===== src/rtl/msx_slot_pkg.sv =====
// Shared constants and types for the MSX2 slot expander: bus decode addresses,
// mapper reset values and the M1 wait-state FSM encoding.
package msx_slot_pkg;

  localparam logic [15:0] SUBSLOT_ADDR     = 16'hFFFF;
  localparam logic [7:0]  MAPPER_PORT_BASE = 8'hFC;

  // Index 0 is port FC: segments come up as 3,2,1,0 so page n maps segment 3-n.
  localparam logic [3:0][7:0] MAPPER_RST = {8'd0, 8'd1, 8'd2, 8'd3};

  typedef enum logic [1:0] {
    W_IDLE = 2'd0,
    W_WAIT = 2'd1,
    W_HOLD = 2'd2
  } wait_state_e;

endpackage


===== src/rtl/msx_m1_wait.sv =====
// M1 wait-state generator: inserts M1_WAITS CPU clocks of WAIT once per opcode fetch.
module msx_m1_wait
  import msx_slot_pkg::*;
#(
  parameter int M1_WAITS = 1
) (
  input  logic clk,
  input  logic reset_n,
  input  logic clk_en,
  input  logic m1_n,
  input  logic mreq_n,
  input  logic rfrsh_n,
  output logic wait_n
);

  generate
    if (M1_WAITS == 0) begin : g_off
      assign wait_n = 1'b1;
    end else begin : g_on
      localparam int CW = $clog2(M1_WAITS + 1);

      wait_state_e   state, state_d;
      logic [CW-1:0] cnt, cnt_d;
      logic          wait_n_d;

      always_ff @(posedge clk or negedge reset_n) begin
        if (!reset_n) begin
          state  <= W_IDLE;
          cnt    <= '0;
          wait_n <= 1'b1;
        end else begin
          state  <= state_d;
          cnt    <= cnt_d;
          wait_n <= wait_n_d;
        end
      end

      always_comb begin
        state_d = state;
        cnt_d   = cnt;
        if (clk_en) begin
          case (state)
            W_IDLE: if (!m1_n && !mreq_n && rfrsh_n) begin
              state_d = W_WAIT;
              cnt_d   = CW'(M1_WAITS);
            end
            W_WAIT: begin
              cnt_d = cnt - 1'b1;
              if (cnt == CW'(1)) state_d = W_HOLD;
            end
            // HOLD keeps one insertion per fetch until M1 is released
            W_HOLD: if (m1_n) state_d = W_IDLE;
            default: state_d = W_IDLE;
          endcase
        end
      end

      always_comb wait_n_d = (state_d != W_WAIT);
    end
  endgenerate

endmodule


===== src/rtl/msx_slot_expander.sv =====
// MSX2 slot decoder: primary slots per page, subslot registers at FFFF for
// expanded primaries, memory-mapper segment registers at I/O FC-FF, M1 waits.
module msx_slot_expander
  import msx_slot_pkg::*;
#(
  parameter logic [3:0] EXPANDED = 4'b1000,
  parameter int         SEG_BITS = 3,
  parameter int         M1_WAITS = 1
) (
  input  logic                  clk,
  input  logic                  reset_n,
  input  logic                  clk_en,
  input  logic [15:0]           addr,
  input  logic [7:0]            d_from_cpu,
  input  logic                  mreq_n,
  input  logic                  iorq_n,
  input  logic                  m1_n,
  input  logic                  rd_n,
  input  logic                  wr_n,
  input  logic                  rfrsh_n,
  input  logic [7:0]            prim_slot,
  output logic [3:0]            sltsl_n,
  output logic [1:0]            sub_sel,
  output logic [14+SEG_BITS-1:0] ram_addr,
  output logic [7:0]            d_to_cpu,
  output logic                  d_oe,
  output logic                  wait_n
);

  logic [1:0] page, ps, top_ps;
  logic       sub_hit, map_hit, commit, committed;

  logic [3:0][7:0]          subreg;
  logic [3:0][SEG_BITS-1:0] seg;

  assign page   = addr[15:14];
  assign ps     = prim_slot[{page, 1'b0} +: 2];
  assign top_ps = prim_slot[7:6];

  assign sub_hit = !mreq_n && (addr == SUBSLOT_ADDR) && EXPANDED[top_ps];
  assign map_hit = !iorq_n && m1_n && (addr[7:2] == MAPPER_PORT_BASE[7:2]);

  // One commit per write strobe: the flag holds off further clk_en edges until wr_n rises
  assign commit = clk_en && !wr_n && rfrsh_n && !committed;

  always_ff @(posedge clk or negedge reset_n) begin
    if (!reset_n)                         committed <= 1'b0;
    else if (wr_n)                        committed <= 1'b0;
    else if (commit && (sub_hit || map_hit)) committed <= 1'b1;
  end

  // Non-expanded entries are never written (sub_hit excludes them) and stay 0
  always_ff @(posedge clk or negedge reset_n) begin
    if (!reset_n)              subreg <= '0;
    else if (commit && sub_hit) subreg[top_ps] <= d_from_cpu;
  end

  always_ff @(posedge clk or negedge reset_n) begin
    if (!reset_n) begin
      for (int i = 0; i < 4; i++) seg[i] <= MAPPER_RST[i][SEG_BITS-1:0];
    end else if (commit && map_hit) begin
      seg[addr[1:0]] <= d_from_cpu[SEG_BITS-1:0];
    end
  end

  always_comb begin
    sltsl_n = 4'hF;
    if (!mreq_n && rfrsh_n && !sub_hit) sltsl_n[ps] = 1'b0;
  end

  assign sub_sel  = EXPANDED[ps] ? subreg[ps][{page, 1'b0} +: 2] : 2'b00;
  assign ram_addr = {seg[page], addr[13:0]};

  always_comb begin
    d_oe     = 1'b0;
    d_to_cpu = 8'hFF;
    if (!rd_n && sub_hit) begin
      d_oe     = 1'b1;
      d_to_cpu = ~subreg[top_ps];
    end else if (!rd_n && map_hit) begin
      d_oe                    = 1'b1;
      d_to_cpu[SEG_BITS-1:0]  = seg[addr[1:0]];
    end
  end

  msx_m1_wait #(.M1_WAITS(M1_WAITS)) u_wait (
    .clk     (clk),
    .reset_n (reset_n),
    .clk_en  (clk_en),
    .m1_n    (m1_n),
    .mreq_n  (mreq_n),
    .rfrsh_n (rfrsh_n),
    .wait_n  (wait_n)
  );

endmodule

===== config.mk =====
export PLATFORM = sky130hd
export DESIGN_NAME = msx_slot_expander
export DESIGN_NICKNAME = d
export VERILOG_FILES = /design/src/rtl/msx_slot_pkg.sv /design/src/rtl/msx_m1_wait.sv /design/src/rtl/msx_slot_expander.sv
export SDC_FILE = /design/constraint.sdc
export NUM_CORES = 1
export LEC_CHECK = 0
export ABC_AREA = 1
export BUFFER_PORTS_ARGS = -buffer_cell sky130_fd_sc_hd__buf_2
export CAP_MARGIN = 10
export CORE_MARGIN = 10
export CORE_UTILIZATION = 53
export DETAILED_ROUTE_END_ITERATION = 8
export HOLD_SLACK_MARGIN = 0.1
export PLACE_DENSITY = 0.82
export SLEW_MARGIN = 20
export SYNTH_ARGS = -nofsm -noshare
export SYNTH_HDL_FRONTEND = slang
export SYNTH_SLANG_ARGS = --single-unit
export TNS_END_PERCENT = 30

===== constraint.sdc =====
create_clock -name clk -period 2.65 [get_ports clk]
set_clock_uncertainty 0.15 [all_clocks]
set_input_delay 0.6625 -clock clk [delete_from_list [all_inputs] [get_ports clk]]
set_output_delay 0.6625 -clock clk [all_outputs]
set_load 0.02 [all_outputs]

# After elaboration in Yosys (flattened, before gate mapping)
# Index checks and enable logic that the tools add are counted.
# totals
output_inout_bits	33
wordCells	97
in_bits	41
register_bits	49
# op_classes
n_reduce_logical	31
n_lt_le_gt_ge	7
mux	36
eq_ne	6
addsub	1
shift	2
bitwise	2
# ops
cell	n
$bmux 8 s2	2
$bwmux 32	1
$mux 8	3
$logic_and 1x1->1	19
$demux 8 s2	1
$eq 16x16->1 const B	1
$shiftx 8x4->2	2
$mux 3	5
$bmux 3 s2	2
$bwmux 12	1
$lt 2x3->1 const B	4
$mux 2	5
$mux 1	8
$not 8->8	1
$logic_not 1->1	7
$demux 3 s2	1
$eq 6x6->1 const B	1
$ge 2x1->1 const B	3
$pmux 2 s3	1
$mux 5	1
$bmux 1 s2	2
$mux 4	1
$ne 2x1->1 const B	2
$not 4->4	1
other kinds (9)	10

# Longest topological paths before layout
# Gate-level depths: netlist of the first run.
# depth
depth_word	7
ltp_mapped	13
depth_no_buf	11

# Modules after synthesis
# Synthesis of the first run repeated with hierarchy kept, for this count alone.
# hier_totals
cells_unflattened	382
hier_area_um2	2857.7
# by_module_without_submodules
mod	instances	seq_area_each_um2	area_per_inst_um2	cells_each
msx_slot_expander	1	1131.1	2655.0	357
msx_m1_wait	1	101.3	202.7	25

# Least setup slack after synthesis of the first run
# Ideal clock, no wire load.
# synth_path
kind	input to output
start	in addr[14]
end	out sub_sel[0]
t_arrival_ps	1906
path_buffers	2
required_ps	1837
path_slack_ps	-68
path_stages	11
path_cell_list	buf_4 -> nand2_1 -> nand3_4 -> nand2_2 -> buf_6 -> nand2_1 -> nand2_1 -> nand2_1 -> nand3_1 -> nand3_1 -> a21oi_1
# synth_between
elab_chain_len	5
elab_cells_between_ends	7
cone_classes	shift (2); mux (5)
# synth_rtl
item	line	source
start, declared	msx_slot_expander.sv:13	input logic [15:0] addr,
$shiftx 8x4->2	msx_slot_expander.sv:37	assign ps = prim_slot[{page, 1'b0} +: 2];
$bmux 8 s2	msx_slot_expander.sv:71	assign sub_sel = EXPANDED[ps] ? subreg[ps][{page, 1'b0} +: 2] : 2'b00;
$mux 8 (not written as such)	msx_slot_expander.sv:71	
$shiftx 8x4->2	msx_slot_expander.sv:71	
$mux 2 *	msx_slot_expander.sv:71	
end, declared	msx_slot_expander.sv:23	output logic [1:0] sub_sel,
# Every way passes the cells marked *; elsewhere a longest branch is shown, timed or not. The select of a mux whose other input is x is not followed.

# Final worst setup path of the first run
# layout_path
start	in addr[14]
end	out sub_sel[1]
# Same word-level chain as after synthesis.

==> metrics, run 1 <==
Mean Syn Cell Area=7.48 µm²; Crit Path Category=input port to primary output; Worst Path Max Fanout=7; final net count=489; CP endpoint kind=primary output; status=complete, but fails checks; largest net degree at the start of global routing=26; Final setup viols=2; Vias=2,734; final wirelength=8.32 mm; fmax=366 MHz; RSZ-0062 raised after global routing=true; Worst setup SP type=input port; synth top area cells=dfrtp_1, nand2_1, nand3_1; Leak=1.89 nW; maximum vdd ir drop=0.362 mV; Worst path slowest cell=buf_4; Routed Antenna Nets=0; Main synth FF type=dfrtp_1; Row Count=26; routability congestion estimate=0.933; final hold viol count=0; I/O Pins=74; antenna fix cells=0; synthesis-stage register bit count=49; Critical R2R Launch=committed; DR top layer=met4; die area=8680 µm²; Met1 Routed Length=3.45 mm; sequential cell area=1230 µm²; initial antenna violation count=0; H-tree depth=2; share of post-route cells with drive strength above 1=41.2%; Worst R2R Setup Slack=0.92 ns; FFs w/ async S/R, synth=100%; CP peak stage delay=0.16 ns; area leader, netlist=dfrtp_1; Power Total=1.72 mW; wire per inst=16.0 µm; Setup crit start=addr[14]; final setup margin=-0.0850 ns; max_cap viols=0; port buffer count=73; Clock Tree Root=clkbuf_8; worst-margin pin slew=0.566 ns; die height=93.2 µm; Die Wd=93.2 µm; CP Data Required Time=1.84 ns; CTS sink cnt=49; fin util=73.1%; Slew Limit Fails=0; Via density=5.27; synth warn=0; core area=5140 µm²; min Tclk post-route=2.73 ns; DR pass1 iterations=5; most numerous cell in the Yosys netlist=nand2_1; global route overflow=0; synth cell count leaders=nand2_1, dfrtp_1, nand3_1; Cell Area, Synth=2840 µm²; Clock transition at path regs=0.09 ns; gr usage total=18.3%; number of CTS-inserted buffers=5; number of enable flip-flop cells after synthesis=0; Mapped Cells=379; syn_nets=420; period utilization=103%; Layout area overhead=32.4%; Clock Latency Late Sink=0.30 ns; met2 wire len=4.10 mm; DRC=0; footprint of the multi-input gates=1380 µm²; Setup Total Neg Slack=-0.137 ns; hpwl dp=6.03 mm; vias in the first global route=2,662; share of the synthesized area in the top cell type=38.8%; RR Endpoint=seg[9]; failing checks=setup timing; CP cell instances=buf_12 -> inv_8 -> nand2_4 -> nand3_4 -> nand2_8 -> buf_12 -> nand2_4 -> o21ai_2 -> nand2_1 -> nand3_2 -> nand3_2 -> nand2_1 -> nor2_1 -> buf_4; clock tree buffer depth=2; Reg2Reg Depth=6; Hold WC Path Type=input port to async pin; CTS tree=done; Fillers=404; Initial DRC Count=373; Data arrival, critical path=1.92 ns; pwr dens=459 nW/µm²; sequential share of the synthesized area=43.4%; Routed met3 length=590 µm; Initial Utilization=55.2%; slew margin rel.=62.3%; Netlist cell types=29; global-route wire length before repair=12.9 mm
==> power breakdown <==
part,switching [mW],leakage (nW),internal (mW)
Sequential,0.00956,0.662,0.772
Clock,0.258,0.0543,0.283
Combinational,0.238,1.17,0.165
==> critical path, delay by kind of cell <==
family	cells	cell delay, ns
AO/OA/AOI/OAI	1	0.05
buffers and inverters	4	0.49
AND/OR/NAND/NOR	9	0.70
==> per-stage QoR <==
stage / setup WS, ns / hold slack [ns] / instance area (µm²) / std cells
floorplan: -0.0271 / 0.217 / 2840 / 379
global placement: -0.207 / 0.215 / 3260 / 502
detailed placement: -0.207 / 0.216 / 3260 / 502
CTS: -0.0586 / 0.210 / 3520 / 515
global route: -0.169 / 0.218 / 3750 / 519
finish: -0.0850 / 0.188 / 3750 / 519
==> flip-flops by register name, summed over array words and instances (netlist names) <==
register	cells
seg	12
committed	1
subreg	32
u_wait.g_on.state	2
u_wait.g_on.cnt	1
u_wait.wait_n	1
==> repair_timing <==
action,4_1_cts,5_1_grt
setup endpoints to repair,15,15
gates cloned,1,2
hold buffers,0,0
pin swaps,9,23
resized for setup,30,50
hold endpoints to repair,0,0
setup buffers,4,2
==> cells by family (layout without fill, tap and decap cells) <==
family	after synthesis	after routing	share of synthesized area, %
AOI/OAI and AO/OA	57	57	12.0
buffers and inverters	85	154	14.4
DFF	49	49	43.4
and+or+nand+nor	188	189	30.2
==> layout by cell type, fill, tap and decap left out, drive strengths merged, types with 2 or more instances in the layout <==
cell     synthesis  routed
a21oi            7       7
a22oi            6       6
buf             20     105
clkbuf          26       7
clkinv           1       2
dfrtp           44      44
dfstp            5       5
inv             38      38
nand2          118     118
nand3           32      32
nand3b           2       2
nand4            6       6
nor2            26      27
nor3             2       2
o2111ai          3       3
o21ai           31      31
o22ai           10      10
==> cell type report <==
cell class | count | share of cell area, %
multi-input combinational | 246 | 36.6
sequential | 49 | 32.8
timing repair buffer | 107 | 20.8
inverter | 39 | 4.33
tap | 70 | 2.33
clock buffer | 5 | 1.83
clock inverter | 3 | 1.23
==> worst max-delay path by stage <==
stage          slack [ns]  cells past startpoint     endpoint
2_1_floorplan       -0.03                     13   sub_sel[1]
3_3_place_gp        -0.21                     10  d_to_cpu[1]
3_5_place_dp        -0.21                     10  d_to_cpu[1]
4_1_cts             -0.06                      9  d_to_cpu[5]
5_1_grt             -0.17                     14   sub_sel[1]
6_report            -0.08                     14   sub_sel[1]
==> layer usage <==
layer / vias up / track usage [%]
met2: 136 / 30.2
met5: - / 0
met4: 0 / 8.23
met1: 1231 / 22.3
met3: 28 / 4.32
li1: 1339 / -
Power figures use the tool's default switching activity.
==> run 2, diff against run 1 <==
GPL_TIMING_DRIVEN = 0   (was unset)
==> metrics, run 2 (synthesis results as in run 1) <==
final hold viol count=0; global route overflow=0; CP endpoint kind=primary output; Power Total=1.62 mW; Vias=2,931; global-route wire length before repair=13.5 mm; DR pass1 iterations=5; Biggest register=subreg; Worst R2R Setup Slack=0.84 ns; final wirelength=8.52 mm; Clk network pwr share=27.8%; Clock Latency Late Sink=0.31 ns; max_cap viols=0; Worst setup SP type=input port; slew margin rel.=59.7%; final instance area=3790 µm²; Largest register FFs=32; CTS sink cnt=49; min Tclk post-route=2.73 ns; Layout area overhead=33.5%; switching power=509 µW; top flop regs=subreg (32), seg (12), u_wait.g_on.state (2); Worst path slowest cell=buf_6; maximum vdd ir drop=0.286 mV; Hold WC Path Type=input port to async pin; Critical path destination=sub_sel[1]; CP cell instances=buf_12 -> clkinv_8 -> nand2_1 -> nand3_2 -> nand2_4 -> buf_6 -> buf_12 -> nand2_1 -> nand3_1 -> nand3_1 -> nand2_1 -> nor2_2 -> buf_6; hold_ws=0.185 ns; period utilization=103%; core area=5140 µm²; die height=93.2 µm; Routed Antenna Nets=0; Row Count=26; Final setup viols=2; clock tree buffer depth=2; hpwl dp=5.97 mm; DRC=0; CTS tree=done; Clock Tree Root=clkbuf_8; commonest non-fill, non-tap cell in the layout=nand2_1; final net count=514; RSZ-0062 raised after global routing=true; final setup margin=-0.0815 ns; die area=8680 µm²; Reg2Reg Depth=6; fin util=73.7%; initial antenna violation count=0; RR Endpoint=seg[2]; Top cell by count, worst path=nand2_1; pwr dens=428 nW/µm²; H-tree depth=2; Die Wd=93.2 µm; number of CTS-inserted buffers=5; wire per inst=15.7 µm; Slew Limit Fails=0; worst-margin pin slew=0.604 ns; largest net degree at the start of global routing=50; Setup crit start=addr[14]; I/O Pins=74; Crit Path Category=input port to primary output; hold buffer count at cts=0; Worst Path Max Fanout=7; share of post-route cells with drive strength above 1=38.4%; switch share=31.4%; register share of total power=48.2%; most frequent cells in the layout=nand2_1, buf_2, dfrtp_1; status=complete, but fails checks; Clock transition at path regs=0.10 ns; failing checks=setup timing; Cell Int Power=1.11 mW; vias in the first global route=2,776; Data arrival, critical path=1.92 ns; fmax=366 MHz; Initial Utilization=55.2%; port buffer count=71; routability congestion estimate=0.964; CP peak stage delay=0.14 ns; antenna fix cells=0; Via density=5.39; gr usage total=19.1%; Initial DRC Count=307; placed cell area=3280 µm²; Leak=1.87 nW; CP Data Required Time=1.84 ns; Comb pwr share=24.0%; Critical R2R Launch=committed
[run 2: per-stage QoR]
stage	worst slack, ns	TNS (ns)	cells
finish	-0.0815	-0.151	544
global route	-0.190	-0.842	544
CTS	-0.0388	-0.161	538
detailed placement	-0.493	-3.52	520
global placement	-0.468	-3.31	520
floorplan	-0.0271	-0.0271	379
[run 2: worst min-delay path by stage]
stage / from / end / slack (ns) / cells after the start
final: reset_n / u_wait.g_on.state[0] / 0.18 / 1
after global routing: reset_n / u_wait.g_on.state[0] / 0.23 / 1
after CTS: subreg[7] / subreg[7] / 0.32 / 1
after detailed placement: subreg[7] / subreg[7] / 0.30 / 1
after global placement: subreg[23] / subreg[23] / 0.29 / 1
after floorplan: reset_n / committed / 0.22 / 0
[run 2: power groups by stage]
stage	clock [mW]	combinational [mW]	sequential, mW
floorplan	0	0.192	0.799
global placement	0	0.303	0.794
detailed placement	0	0.312	0.795
CTS	0.455	0.347	0.781
global route	0.488	0.421	0.784
finish	0.451	0.389	0.781
[run 2: cell type report]
type	instances	area (µm²)
plain buffers	46	288
clock buffers	6	72.6
clock inverters	2	16.3
fillers	399	1350
inverters	39	179
multi-input cells	245	1330
flip-flops and latches	49	1230
well taps	70	87.6
repair buffers	87	581
[run 2: worst max-delay path: cells and delay by family]
family,cells,cell delay (ns)
buffers and inverters,5,0.57
and+or+nand+nor,8,0.69
[run 2: timing repair]
| item | 4_1_cts | 5_1_grt |
|---|---|---|
| resized for setup | 44 | 38 |
| endpoints found under the setup margin | 14 | 14 |
| cloned | 2 | 1 |
| pin swaps | 17 | 21 |
| buffers inserted | 8 | 5 |
[run 2: metal layers]
| layer | vias to the layer above | global-route usage [%] | part of all wire (%) |
|---|---|---|---|
| met2 | 153 | 31.1 | 50 |
| li1 | 1389 | - | - |
| met3 | 16 | 4.00 | 8.2 |
| met1 | 1373 | 24.2 | 41 |
| met4 | 0 | 7.33 | 1.8 |
| met5 | - | 0 | 0 |
